--- src/rtl/lbox_iter.sv ---
// lbox_iter: iterative forward/inverse Clyde-128 L-box engine with valid/ready handshake.
// Internal state holds byte-bit-reversed words; one or two word-pair cores per cycle.
module lbox_iter #(
   parameter int PAIRS_PER_CYCLE = 2,
   parameter bit SUPPORT_INV     = 1'b1,
   parameter int MAX_REPS_W      = 4
) (
   input  logic                  clk,
   input  logic                  rst_n,
   input  logic                  in_valid,
   output logic                  in_ready,
   input  logic [127:0]          sin,
   input  logic                  inv_mode,
   input  logic [MAX_REPS_W-1:0] reps,
   output logic                  out_valid,
   input  logic                  out_ready,
   output logic [127:0]          sout,
   output logic                  busy
);
   generate
      if (PAIRS_PER_CYCLE != 1 && PAIRS_PER_CYCLE != 2) begin : g_bad_pairs
         $error("lbox_iter: PAIRS_PER_CYCLE must be 1 or 2");
      end
   endgenerate

   typedef enum logic [1:0] {IDLE, BUSY, DONE} state_t;

   function automatic logic [31:0] ror(input logic [31:0] x, input int n);
      return (x >> n) | (x << (32 - n));
   endfunction

   function automatic logic [63:0] lbox_fwd(input logic [63:0] p);
      logic [31:0] a, b, c, d;
      a = p[63:32] ^ ror(p[63:32], 12);
      b = p[31:0] ^ ror(p[31:0], 12);
      a = a ^ ror(a, 3);
      b = b ^ ror(b, 3);
      a = a ^ ror(p[63:32], 17);
      b = b ^ ror(p[31:0], 17);
      c = a ^ ror(a, 31);
      d = b ^ ror(b, 31);
      a = a ^ ror(d, 26);
      b = b ^ ror(c, 25);
      a = a ^ ror(c, 15);
      b = b ^ ror(d, 15);
      return {a, b};
   endfunction

   function automatic logic [63:0] lbox_inv(input logic [63:0] p);
      logic [31:0] a, b, c, d;
      a = p[63:32] ^ ror(p[63:32], 25);
      b = p[31:0] ^ ror(p[31:0], 25);
      c = p[63:32] ^ ror(a, 31);
      d = p[31:0] ^ ror(b, 31);
      c = c ^ ror(a, 20);
      d = d ^ ror(b, 20);
      a = c ^ ror(c, 31);
      b = d ^ ror(d, 31);
      c = c ^ ror(b, 26);
      d = d ^ ror(a, 25);
      a = a ^ ror(c, 17);
      b = b ^ ror(d, 17);
      return {ror(a, 16), ror(b, 16)};
   endfunction

   // Reverses bit order inside every byte; self-inverse.
   function automatic logic [127:0] brev(input logic [127:0] v);
      logic [127:0] r;
      for (int i = 0; i < 128; i++) r[i] = v[(i & ~7) | (7 - (i & 7))];
      return r;
   endfunction

   function automatic logic [63:0] step(input logic inv, input logic [63:0] p);
      return inv ? lbox_inv(p) : lbox_fwd(p);
   endfunction

   state_t                state_q, state_d;
   logic [127:0]          st_q, st_d;
   logic [127:0]          sout_q, sout_d;
   logic [MAX_REPS_W-1:0] cnt_q, cnt_d;
   logic                  pidx_q, pidx_d;
   logic                  inv_q, inv_d;
   logic                  lo_sel, last;
   logic [63:0]           core_a, core_b;

   always_comb begin
      state_d = state_q;
      st_d    = st_q;
      sout_d  = sout_q;
      cnt_d   = cnt_q;
      pidx_d  = pidx_q;
      inv_d   = inv_q;
      lo_sel  = (PAIRS_PER_CYCLE == 1) && pidx_q;
      last    = (PAIRS_PER_CYCLE == 2) || pidx_q;
      core_a  = step(inv_q, lo_sel ? st_q[63:0] : st_q[127:64]);
      core_b  = step(inv_q, st_q[63:0]);
      if (state_q == IDLE) begin
         if (in_valid) begin
            st_d    = brev(sin);
            inv_d   = SUPPORT_INV && inv_mode;
            cnt_d   = (reps == '0) ? MAX_REPS_W'(1) : reps;
            pidx_d  = 1'b0;
            state_d = BUSY;
         end
      end else if (state_q == BUSY) begin
         if (PAIRS_PER_CYCLE == 2) st_d = {core_a, core_b};
         else st_d = lo_sel ? {st_q[127:64], core_a} : {core_a, st_q[63:0]};
         pidx_d = (PAIRS_PER_CYCLE == 1) && !pidx_q;
         if (last) begin
            cnt_d = cnt_q - MAX_REPS_W'(1);
            if (cnt_q == MAX_REPS_W'(1)) begin
               state_d = DONE;
               sout_d  = brev(st_d);
            end
         end
      end else if (out_ready) begin
         state_d = IDLE;
      end
   end

   always_ff @(posedge clk) begin
      if (!rst_n) begin
         state_q <= IDLE;
         st_q    <= '0;
         sout_q  <= '0;
         cnt_q   <= '0;
         pidx_q  <= 1'b0;
         inv_q   <= 1'b0;
      end else begin
         state_q <= state_d;
         st_q    <= st_d;
         sout_q  <= sout_d;
         cnt_q   <= cnt_d;
         pidx_q  <= pidx_d;
         inv_q   <= inv_d;
      end
   end

   assign in_ready  = (state_q == IDLE);
   assign out_valid = (state_q == DONE);
   assign busy      = (state_q != IDLE);
   assign sout      = sout_q;
endmodule
--- config.mk ---
export PLATFORM = sky130hd
export DESIGN_NAME = lbox_iter
export DESIGN_NICKNAME = d
export VERILOG_FILES = /design/src/rtl/lbox_iter.sv
export SDC_FILE = /design/constraint.sdc
export NUM_CORES = 1
export LEC_CHECK = 0
export BUFFER_PORTS_ARGS = -buffer_cell sky130_fd_sc_hd__buf_2
export CAP_MARGIN = 20
export CORE_ASPECT_RATIO = 0.8
export CORE_MARGIN = 2
export CORE_UTILIZATION = 41
export DETAILED_ROUTE_END_ITERATION = 6
export SLEW_MARGIN = 10
export SYNTH_ARGS = -nofsm -noshare
export SYNTH_HDL_FRONTEND = slang
export SYNTH_SLANG_ARGS = --single-unit
--- constraint.sdc ---
create_clock -name clk -period 3.1 [get_ports clk]
set_input_delay 0.155 -clock clk [delete_from_list [all_inputs] [get_ports clk]]
set_output_delay 0.155 -clock clk [all_outputs]
set_load 0.02 [all_outputs]
# --- After elaboration in Yosys (flattened, before gate mapping) ---
# Cells that the tools add are included.
classes:
  n_addsub: 1
  n_bitwise: 101
  n_mux: 14
  n_eq_ne: 5
  n_reduce_logical: 9
ops:
  columns: ["cell", "n"]
  rows:
  - ["$xor 32x32->32", 48]
  - ["$mux 128", 3]
  - ["$or 1x32->32", 12]
  - ["$or 15x32->32", 8]
  - ["$or 7x32->32", 8]
  - ["$mux 64", 2]
  - ["$or 12x32->32", 4]
  - ["$or 16x32->32", 4]
  - ["$or 17x32->32", 4]
  - ["$or 20x32->32", 4]
  - ["$or 29x32->32", 4]
  - ["$or 6x32->32", 4]
  - ["$mux 4", 4]
  - ["$mux 2", 5]
  - ["$reduce_and 3->1", 2]
  - ["$eq 4x1->1 const B", 1]
  - ["$logic_not 4->1", 1]
  - ["$reduce_and 2->1", 2]
  - ["$reduce_bool 2->1", 2]
  - ["$sub 4x1->4 const B", 1]
  - ["$ne 3x2->1 const B", 1]
  - ["$reduce_bool 3->1", 1]
  - ["$eq 2x1->1 const B", 1]
  - ["$eq 2x2->1 const B", 1]
  - ["3 further kinds", 3]
word_totals:
  word_cells: 135
  output_inout_bits: 131
  regBits: 263

# --- Longest topological paths before layout ---
# Gate-level depths: netlist of run 1.
depth:
  word_depth: 15
  mapped_depth: 9
  ltp_nobuf: 6

# --- Least setup slack after synthesis of run 1 ---
# OpenSTA, ideal clock, no wires.
synth_timing:
  path_kind: "reg-to-reg"
  from: "reg st_q[51]"
  to: "reg sout_q[50] (netlist: sout[50])"
  path_stages_with_launch: 7
  slack_ns: 0.888
  n_path_buf: 1
  synth_period_minus_slack_ns: 2.212
  arrival_time_ns: 2.117
  path_cell_list: "dfxtp_1 > buf_4 > xor2_2 > xnor3_1 > xor2_1 > xnor3_1 > a221oi_1"
synth_via:
  elab_chain_len: 9
synth_lines:
  columns: ["element", "line_no", "rtl"]
  rows:
  - ["from (decl)", "78", "logic [127:0] st_q, st_d;"]
  - ["from (signal assigned)", "131", "st_q <= st_d;"]
  - ["$or 20x32->32", "29", "return (x >> n) | (x << (32 - n));"]
  - ["$xor 32x32->32", "34", "a = p[63:32] ^ ror(p[63:32], 12);"]
  - ["$or 29x32->32", "29", null]
  - ["$xor 32x32->32", "36", "a = a ^ ror(a, 3);"]
  - ["$xor 32x32->32", "38", "a = a ^ ror(p[63:32], 17);"]
  - ["$xor 32x32->32", "40", "c = a ^ ror(a, 31);"]
  - ["$or 17x32->32", "29", null]
  - ["$xor 32x32->32", "44", "a = a ^ ror(c, 15);"]
  - ["$mux 64", "74", "return inv ? lbox_inv(p) : lbox_fwd(p);"]
  - ["to (signal assigned)", "132", "sout_q <= sout_d;"]
  - ["to (decl)", "79", "logic [127:0] sout_q, sout_d;"]
# Every way passes these cells.
# A chain may end at the register's enable or synchronous reset.

# --- Worst setup path in the final report of run 1 ---
layout_timing:
  from: "reg st_q[10]"
  to: "reg st_q[34]"
layout_via:
  elab_chain_len: 13
  elab_cells_between_ends: 23
layout_lines:
  columns: ["element", "line_no", "rtl"]
  rows:
  - ["$or 20x32->32 or $or 7x32->32 (tied branches)", "29", null]
  - ["$xor 32x32->32, on equally long branches", "35, 52", null]
  - ["$or 29x32->32 or $or 12x32->32 (tied branches)", "29", null]
  - ["$xor 32x32->32, on equally long branches", "37, 56", null]
  - ["$xor 32x32->32, on equally long branches", "39, 58", null]
  - ["$or 1x32->32 or $or 6x32->32 (tied branches)", "29", null]
  - ["$xor 32x32->32, on equally long branches", "41, 59", null]
  - ["$or 6x32->32 or $or 15x32->32 (tied branches)", "29", null]
  - ["$xor 32x32->32, on equally long branches", "42, 61", null]
  - ["$xor 32x32->32 or $or 16x32->32 (tied branches)", "44, 29", null]
  - ["$mux 64 *", "74", null]
  - ["$mux 128 *", "105", "end else if (state_q == BUSY) begin"]
  - ["$mux 128 *", "97", "if (state_q == IDLE) begin"]
# Mark *: on every way between the ends. The rest lies on a longest branch, timed or not. The select of a mux whose other input is x is not followed.

==> flow_summary.html, run 1 <==
<table>
<tr><th>Metric</th><th>Value</th></tr>
<tr><th colspan="2">Setup path</th></tr>
<tr><td>Capturing element type of the critical path</td><td>flop</td></tr>
<tr><td>Class of the most critical setup path</td><td>flop to flop</td></tr>
<tr><td>Maximum fanout along the worst path</td><td>5</td></tr>
<tr><td>Data required time at the worst endpoint</td><td>3.52 ns</td></tr>
<tr><td>Worst Reg-to-Reg Cells</td><td>6</td></tr>
<tr><td>Worst endpoint data arrival time</td><td>3.54 ns</td></tr>
<tr><td>Setup crit start kind</td><td>flop</td></tr>
<tr><th colspan="2">Logic synthesis</th></tr>
<tr><td>Number of nets in the synthesized netlist</td><td>2697</td></tr>
<tr><td>Number of register bits inferred by synthesis</td><td>263</td></tr>
<tr><td>Synth warnings</td><td>0</td></tr>
<tr><td>Post-synthesis sequential area ratio</td><td>0.174</td></tr>
<tr><td>Proportion of register bits with asynchronous set or reset after synthesis</td><td>0</td></tr>
<tr><td>Dominant synthesized flop cell</td><td>sky130_fd_sc_hd__dfxtp_1</td></tr>
<tr><td>Library cells used by synthesis</td><td>44</td></tr>
<tr><td>Combined area of all synthesized cells</td><td>0.0302 mm²</td></tr>
<tr><td>Mapped Cells</td><td>2558</td></tr>
<tr><td>Count of flip-flops with a built-in enable after synthesis</td><td>0</td></tr>
<tr><td>Per-instance average area after synthesis</td><td>11.8 µm²</td></tr>
<tr><th colspan="2">STA</th></tr>
<tr><td>Setup Skew</td><td>0.0256 ns</td></tr>
<tr><td>Final critical-path required period</td><td>3.12 ns</td></tr>
<tr><td>Transition time of the tightest slew-check pin</td><td>0.838 ns</td></tr>
<tr><td>Max-slew violations</td><td>0</td></tr>
<tr><td>Final number of setup-violating endpoints</td><td>1</td></tr>
<tr><td>Share of the clock period used by the worst path</td><td>1.01</td></tr>
<tr><td>Setup TNS</td><td>-0.0172 ns</td></tr>
<tr><td>Maximum operating frequency</td><td>0.321 GHz</td></tr>
<tr><td>Max transition margin</td><td>0.441</td></tr>
<tr><td>Final critical-path setup slack</td><td>-0.0172 ns</td></tr>
<tr><td>Final Hold Vio Count</td><td>0</td></tr>
<tr><th colspan="2">Global routing</th></tr>
<tr><td>Initial antenna violation count</td><td>2</td></tr>
<tr><td>GRT overflow</td><td>0</td></tr>
<tr><td>Total GRT Usage</td><td>0.359</td></tr>
<tr><td>Global-route wire length before repair</td><td>188000 µm</td></tr>
<tr><td>Pin count of the biggest net entering global routing</td><td>164</td></tr>
<tr><td>Number of global-route vias before repair</td><td>22680</td></tr>
<tr><th colspan="2">Placement</th></tr>
<tr><td>Placer's final routability congestion estimate</td><td>1.01</td></tr>
<tr><td>Buffers on Ports</td><td>267</td></tr>
<tr><td>HPWL after detailed placement</td><td>109000 µm</td></tr>
<tr><td>Placed instance count</td><td>3853</td></tr>
<tr><td>Placed Area</td><td>0.0342 mm²</td></tr>
<tr><th colspan="2">Clock network</th></tr>
<tr><td>H-tree levels</td><td>2</td></tr>
<tr><td>CTS tree</td><td>yes</td></tr>
<tr><td>Root Driver</td><td>sky130_fd_sc_hd__clkbuf_16</td></tr>
<tr><td>Clk sinks</td><td>263</td></tr>
<tr><td>Number of buffers added by the clock tree synthesis step</td><td>35</td></tr>
<tr><td>Skew-Pair Late Insertion Delay</td><td>0.59 ns</td></tr>
<tr><td>Register clock-pin slew on the reported worst setup and hold paths</td><td>0.06 ns</td></tr>
<tr><td>Setup repair bufs after CTS</td><td>0</td></tr>
<tr><td>Bufs on Longest Clock Path</td><td>3</td></tr>
<tr><th colspan="2">Die</th></tr>
<tr><td>Total Die Area</td><td>0.0759 mm²</td></tr>
<tr><td>Starting Density</td><td>0.412</td></tr>
<tr><td>Die width</td><td>308 µm</td></tr>
<tr><td>Die Height</td><td>247 µm</td></tr>
<tr><td>Site row count</td><td>89</td></tr>
<tr><td>Total core area</td><td>0.0734 mm²</td></tr>
<tr><td>Number of ports placed on the die boundary</td><td>268</td></tr>
<tr><th colspan="2">Run status</th></tr>
<tr><td>Status</td><td>finished, violations left</td></tr>
<tr><td>Failing checks</td><td>negative setup slack</td></tr>
<tr><th colspan="2">Routing</th></tr>
<tr><td>Final wirelength</td><td>138000 µm</td></tr>
<tr><td>DRC violation total after the first TritonRoute iteration</td><td>3673</td></tr>
<tr><td>Routed vias</td><td>24035</td></tr>
<tr><td>Number of remaining DRC errors</td><td>0</td></tr>
<tr><td>Via density</td><td>6.04</td></tr>
<tr><td>Average routed wire per standard cell</td><td>34.7 µm</td></tr>
<tr><td>DRT antenna net count</td><td>0</td></tr>
<tr><td>Detailed-router iteration count before antenna repair</td><td>6</td></tr>
<tr><th colspan="2">Finish</th></tr>
<tr><td>Count of placed standard cells in the final layout, fillers left out</td><td>3979</td></tr>
<tr><td>Non-Filler Cell Area, Final</td><td>0.0360 mm²</td></tr>
<tr><td>Final core utilization</td><td>0.491</td></tr>
<tr><td>Fraction of layout cells with a size suffix above 1</td><td>0.293</td></tr>
<tr><td>Area growth from synthesis to final layout</td><td>19.1%</td></tr>
<tr><td>Final layout net count</td><td>3138</td></tr>
<tr><th colspan="2">Min path</th></tr>
<tr><td>Min-delay worst type</td><td>input port to flop</td></tr>
<tr><td>Min-Delay Path Depth</td><td>5</td></tr>
<tr><th colspan="2">Flow run</th></tr>
<tr><td>Count of max-cap constraint violations</td><td>0</td></tr>
</table>
metal layers:
layer	vias up	GRT usage	wire, µm	part of all wire
li1	9887	-	-	-
met1	12250	0.567	63400	0.46
met2	1787	0.457	52200	0.38
met4	2	0.0504	1660	0.012
met5	-	0	13	0.000094
met3	109	0.139	20800	0.15
cell usage in the layout (no fill, tap or decap), types with 6 or more instances in the layout:
| cell type | netlist | routed |
|---|---|---|
| sky130_fd_sc_hd__buf_2 | 40 | 266 |
| sky130_fd_sc_hd__clkbuf_8 | 0 | 6 |
| sky130_fd_sc_hd__xor3_2 | 6 | 6 |
| sky130_fd_sc_hd__buf_4 | 80 | 327 |
| sky130_fd_sc_hd__dfxtp_1 | 263 | 259 |
| sky130_fd_sc_hd__xor3_1 | 73 | 73 |
| sky130_fd_sc_hd__nand2_1 | 393 | 392 |
| sky130_fd_sc_hd__xnor3_1 | 427 | 427 |
| sky130_fd_sc_hd__buf_12 | 0 | 17 |
| sky130_fd_sc_hd__clkbuf_1 | 138 | 7 |
| sky130_fd_sc_hd__xor2_4 | 17 | 17 |
| sky130_fd_sc_hd__a221oi_1 | 103 | 103 |
| sky130_fd_sc_hd__clkbuf_16 | 0 | 37 |
| sky130_fd_sc_hd__xnor2_1 | 201 | 200 |
| sky130_fd_sc_hd__xnor2_2 | 68 | 69 |
| sky130_fd_sc_hd__xor2_2 | 74 | 77 |
| sky130_fd_sc_hd__o21ai_0 | 259 | 259 |
| sky130_fd_sc_hd__xor2_1 | 197 | 194 |
| sky130_fd_sc_hd__o221ai_1 | 128 | 128 |
| sky130_fd_sc_hd__a221oi_2 | 25 | 25 |
| sky130_fd_sc_hd__dlygate4sd3_1 | 0 | 64 |
| sky130_fd_sc_hd__xnor2_4 | 7 | 7 |
cell usage after synthesis (all sizes together) (2+ instances only):
| cell | number | area (µm²) |
|---|---|---|
| xor2 | 288 | 3400 |
| nor2 | 5 | 18.8 |
| a21oi | 5 | 25.0 |
| xor3 | 80 | 1910 |
| and2 | 2 | 12.5 |
| o221ai | 128 | 1120 |
| a221oi | 128 | 1280 |
| xnor2 | 276 | 3060 |
| xnor3 | 432 | 9740 |
| clkbuf | 139 | 526 |
| dfxtp | 263 | 5270 |
| ha | 2 | 25.0 |
| buf | 132 | 906 |
| o21ai | 259 | 1300 |
| nor2b | 5 | 31.3 |
| or3 | 2 | 12.5 |
| nor3 | 2 | 10.0 |
| nand2 | 393 | 1480 |
| inv | 5 | 18.8 |
final timing paths:
kind                    startpoint               endpoint  slack (ns)
max          st_q[10]$_SDFFE_PN0P_  st_q[34]$_SDFFE_PN0P_       -0.02
min                        sin[11]  st_q[12]$_SDFFE_PN0P_        0.01
max reg2reg  st_q[10]$_SDFFE_PN0P_  st_q[34]$_SDFFE_PN0P_       -0.02
min reg2reg  cnt_q[3]$_SDFFE_PN0P_  cnt_q[3]$_SDFFE_PN0P_        0.56
what timing repair did:
item | CTS | global route
hold buffers | 64 | 0
hold endpoints to repair | 82 | 0
gates resized for setup | 1 | 8
endpoints found under the setup margin | 1 | 12
registers in the layout, summed over array words and instances, names as in the netlist:
signal   cells
inv_q        1
st_q       128
sout       128
state_q      2
cnt_q        4
final cells by class:
class | instances | area, µm²
multi-input cells | 2019 | 23600
well taps | 955 | 1190
flip-flops and latches | 263 | 5270
fillers | 6628 | 37400
diodes | 1 | 2.50
inverters | 5 | 23.8
repair buffers | 675 | 4780
clock inverters | 11 | 126
clock buffers | 50 | 1030
kinds of logic after synthesis:
logic type,Yosys count,share of synthesized area
flops,263,0.174
fa+ha+maj,2,0.000828
xor+xnor,1076,0.599
buf+inv,276,0.0480
compound gates,528,0.125
simple gates,413,0.0525
critical path, cell delays in order, from the launching register on:
cell and delay, ns:
sky130_fd_sc_hd__dfxtp_1 0.66, sky130_fd_sc_hd__buf_4 0.21, sky130_fd_sc_hd__xnor3_1 0.39, sky130_fd_sc_hd__xnor2_1 0.47, sky130_fd_sc_hd__xnor2_1 0.27, sky130_fd_sc_hd__xnor3_1 0.43, sky130_fd_sc_hd__o221ai_1 0.53
stage by stage:
stage	hold slack (ns)	worst slack, ns
after CTS	0.00118	0.00110
after detailed placement	0.458	0.0126
after global placement	0.460	-0.0512
after floorplan	0.311	0.888
after global routing	0.0365	-0.00901
final	0.0124	-0.0172
Power of run 1 is not shown: default switching activity piles up to over one toggle a cycle in this logic, so the estimate is an artifact.
==> run 2, diff against run 1 <==
PLACE_DENSITY_LB_ADDON = 0.3   (was default)
==> flow_summary.html, run 2 (synthesized netlist as in run 1, its figures left out) <==
<table>
<tr><th>Metric</th><th>Value</th></tr>
<tr><th colspan="2">Setup path</th></tr>
<tr><td>Setup crit start kind</td><td>flop</td></tr>
<tr><td>Capturing element type of the critical path</td><td>flop</td></tr>
<tr><td>Data required time at the worst endpoint</td><td>3.57 ns (+0.05 ns)</td></tr>
<tr><td>Maximum fanout along the worst path</td><td>7 (+2)</td></tr>
<tr><td>Class of the most critical setup path</td><td>flop to flop</td></tr>
<tr><td>Worst endpoint data arrival time</td><td>3.56 ns (+0.02 ns)</td></tr>
<tr><th colspan="2">STA</th></tr>
<tr><td>Final Hold Vio Count</td><td>0 (unchanged)</td></tr>
<tr><td>Setup repair after global routing missed its margin</td><td>false</td></tr>
<tr><td>Transition time of the tightest slew-check pin</td><td>1.01 ns (+0.169 ns)</td></tr>
<tr><td>Final number of setup-violating endpoints</td><td>0 (-1)</td></tr>
<tr><td>Max transition margin</td><td>0.327 (-0.115)</td></tr>
<tr><td>Final critical-path setup slack</td><td>0.00944 ns (+0.0266 ns)</td></tr>
<tr><td>Final critical-path required period</td><td>3.09 ns (-0.0266 ns)</td></tr>
<tr><td>Worst slack on hold paths</td><td>0.0239 ns (+0.0115 ns)</td></tr>
<tr><td>Max-slew violations</td><td>0 (unchanged)</td></tr>
<tr><td>Maximum operating frequency</td><td>0.324 GHz (+0.86%)</td></tr>
<tr><td>Setup Skew</td><td>0.0319 ns (+0.00634 ns)</td></tr>
<tr><td>Share of the clock period used by the worst path</td><td>0.997 (-0.00858)</td></tr>
<tr><th colspan="2">Routing</th></tr>
<tr><td>DRT antenna net count</td><td>0 (unchanged)</td></tr>
<tr><td>Via density</td><td>5.97 (-1.2%)</td></tr>
<tr><td>DRC violation total after the first TritonRoute iteration</td><td>3485 (-5.1%)</td></tr>
<tr><td>Average routed wire per standard cell</td><td>33.1 µm (-4.6%)</td></tr>
<tr><td>Detailed-router iteration count before antenna repair</td><td>7 (+1)</td></tr>
<tr><td>Number of remaining DRC errors</td><td>2 (+2)</td></tr>
<tr><td>Routed wl met2</td><td>49900 µm (-4.4%)</td></tr>
<tr><td>Total met3 wirelength after detailed routing</td><td>19600 µm (-6.0%)</td></tr>
<tr><td>Total routed wire length on the met1 layer</td><td>57300 µm (-9.6%)</td></tr>
<tr><td>Final wirelength</td><td>129000 µm (-6.4%)</td></tr>
<tr><td>Top sig layer</td><td>met5</td></tr>
<tr><td>Routed vias</td><td>23288 (-3.1%)</td></tr>
<tr><th colspan="2">Global routing</th></tr>
<tr><td>GRT overflow</td><td>0 (unchanged)</td></tr>
<tr><td>Pin count of the biggest net entering global routing</td><td>179 (+9.1%)</td></tr>
<tr><td>Number of global-route vias before repair</td><td>22249 (-1.9%)</td></tr>
<tr><td>Total GRT Usage</td><td>0.335 (-0.0233)</td></tr>
<tr><td>Global-route wire length before repair</td><td>178000 µm (-5.6%)</td></tr>
<tr><td>Initial antenna violation count</td><td>7 (+5)</td></tr>
<tr><th colspan="2">Placement</th></tr>
<tr><td>Buffers on Ports</td><td>267 (unchanged)</td></tr>
<tr><td>HPWL after detailed placement</td><td>102000 µm (-7.1%)</td></tr>
<tr><td>Worst slack after detailed placement</td><td>-0.0696 ns (-0.0822 ns)</td></tr>
<tr><td>Placer's final routability congestion estimate</td><td>1.04 (+2.8%)</td></tr>
<tr><th colspan="2">Clock network</th></tr>
<tr><td>Skew-Pair Late Insertion Delay</td><td>0.58 ns (about the same)</td></tr>
<tr><td>Root Driver</td><td>sky130_fd_sc_hd__clkbuf_16</td></tr>
<tr><td>Bufs on Longest Clock Path</td><td>3 (unchanged)</td></tr>
<tr><td>Setup repair bufs after CTS</td><td>0 (unchanged)</td></tr>
<tr><td>Clk sinks</td><td>263 (unchanged)</td></tr>
<tr><td>H-tree levels</td><td>2 (unchanged)</td></tr>
<tr><td>CTS tree</td><td>yes</td></tr>
<tr><td>Register clock-pin slew on the reported worst setup and hold paths</td><td>0.06 ns (about the same)</td></tr>
<tr><td>Number of buffers added by the clock tree synthesis step</td><td>36 (+2.9%)</td></tr>
<tr><th colspan="2">Finish</th></tr>
<tr><td>Fraction of layout cells with a size suffix above 1</td><td>0.278 (-0.0145)</td></tr>
<tr><td>Total of fill cells in the finished design</td><td>6598 (-0.45%)</td></tr>
<tr><td>Final layout net count</td><td>3065 (-2.3%)</td></tr>
<tr><td>Area of the multi-input gates</td><td>0.0236 mm² (about the same)</td></tr>
<tr><td>Area growth from synthesis to final layout</td><td>17.2%</td></tr>
<tr><td>ANT cells</td><td>0 (-1)</td></tr>
<tr><td>Most common cell after layout, fill and taps aside</td><td>sky130_fd_sc_hd__xnor3_1</td></tr>
<tr><td>Most frequent cells in the layout</td><td>sky130_fd_sc_hd__xnor3_1, sky130_fd_sc_hd__nand2_1, sky130_fd_sc_hd__buf_2</td></tr>
<tr><td>Area taken by flip-flops and latches</td><td>0.00527 mm² (about the same)</td></tr>
<tr><th colspan="2">Die</th></tr>
<tr><td>Die width</td><td>308 µm (unchanged)</td></tr>
<tr><td>Number of ports placed on the die boundary</td><td>268 (unchanged)</td></tr>
<tr><td>Site row count</td><td>89 (unchanged)</td></tr>
<tr><td>Total Die Area</td><td>0.0759 mm² (unchanged)</td></tr>
<tr><td>Die Height</td><td>247 µm (unchanged)</td></tr>
<tr><td>Starting Density</td><td>0.412 (unchanged)</td></tr>
<tr><td>Total core area</td><td>0.0734 mm² (unchanged)</td></tr>
<tr><th colspan="2">Run status</th></tr>
<tr><td>Status</td><td>finished, violations left</td></tr>
<tr><td>Failing checks</td><td>design-rule violations</td></tr>
<tr><th colspan="2">Flow run</th></tr>
<tr><td>Count of max-cap constraint violations</td><td>0 (unchanged)</td></tr>
<tr><th colspan="2">Min path</th></tr>
<tr><td>Min-delay worst type</td><td>input port to flop</td></tr>
</table>
## run 2: cell count changes in the layout (fill, tap and decap cells not counted), sizes merged
| cell | previous run | this run |
|---|---|---|
| clkinvlp | 4 | 3 |
| bufinv | 2 | 6 |
| dlygate4sd3 | 64 | 60 |
| clkinv | 3 | 5 |
| buf | 611 | 541 |
| diode | 1 | 0 |
| clkbuf | 50 | 44 |
| inv | 7 | 6 |
## run 2: final cells by class
class	instances	share of cell area
Timing Repair Buffer	601	0.116
Tap cell	955	0.0337
Clock buffer	44	0.0277
Multi-Input combinational cell	2019	0.666
Sequential cell	263	0.149
Clock inverter	15	0.00668
Inverter	5	0.000600
## run 2: repair_timing
item / CTS / global route
endpoints found under the hold margin: 60 / 0
resized for setup: 3 / 9
hold buffers: 60 / 0
setup endpoints to repair: 5 / 6
pin swaps: 0 / 0
## run 2: stage by stage
step	cells	instance area [µm²]	util	setup TNS (ns)
floorplan	2558	30200	-	0
global placement	3783	33500	0.457	-0.406
detailed placement	3783	33500	0.457	-0.208
CTS	3902	35400	0.482	0
global route	3902	35400	0.483	0
finish	3902	35400	0.483	0
## run 2: routing by layer
metal | vias up | global-route usage
met2 | 1625 | 0.441
met5 | - | 0
li1 | 9728 | -
met3 | 147 | 0.133
met1 | 11782 | 0.510
met4 | 6 | 0.0640
## run 2: path summary, 6_finish.rpt
kind / from / to / slack [ns] / cells after the start
min: sin[93] / st_q[90]$_SDFFE_PN0P_ / 0.02 / 5
max reg2reg: st_q[121]$_SDFFE_PN0P_ / sout[96]$_SDFFE_PN0P_ / 0.009 / 5
min reg2reg: cnt_q[3]$_SDFFE_PN0P_ / cnt_q[3]$_SDFFE_PN0P_ / 0.56 / 2
max: st_q[121]$_SDFFE_PN0P_ / sout[96]$_SDFFE_PN0P_ / 0.009 / 5
## run 2: worst max-delay path: stages, from the launching register on
cell	delay, ns
sky130_fd_sc_hd__dfxtp_1	0.63
sky130_fd_sc_hd__xor2_1	0.52
sky130_fd_sc_hd__xnor3_1	0.56
sky130_fd_sc_hd__xnor2_1	0.49
sky130_fd_sc_hd__xor3_4	0.51
sky130_fd_sc_hd__a221oi_1	0.27
Power of run 2 is left out for the same reason.
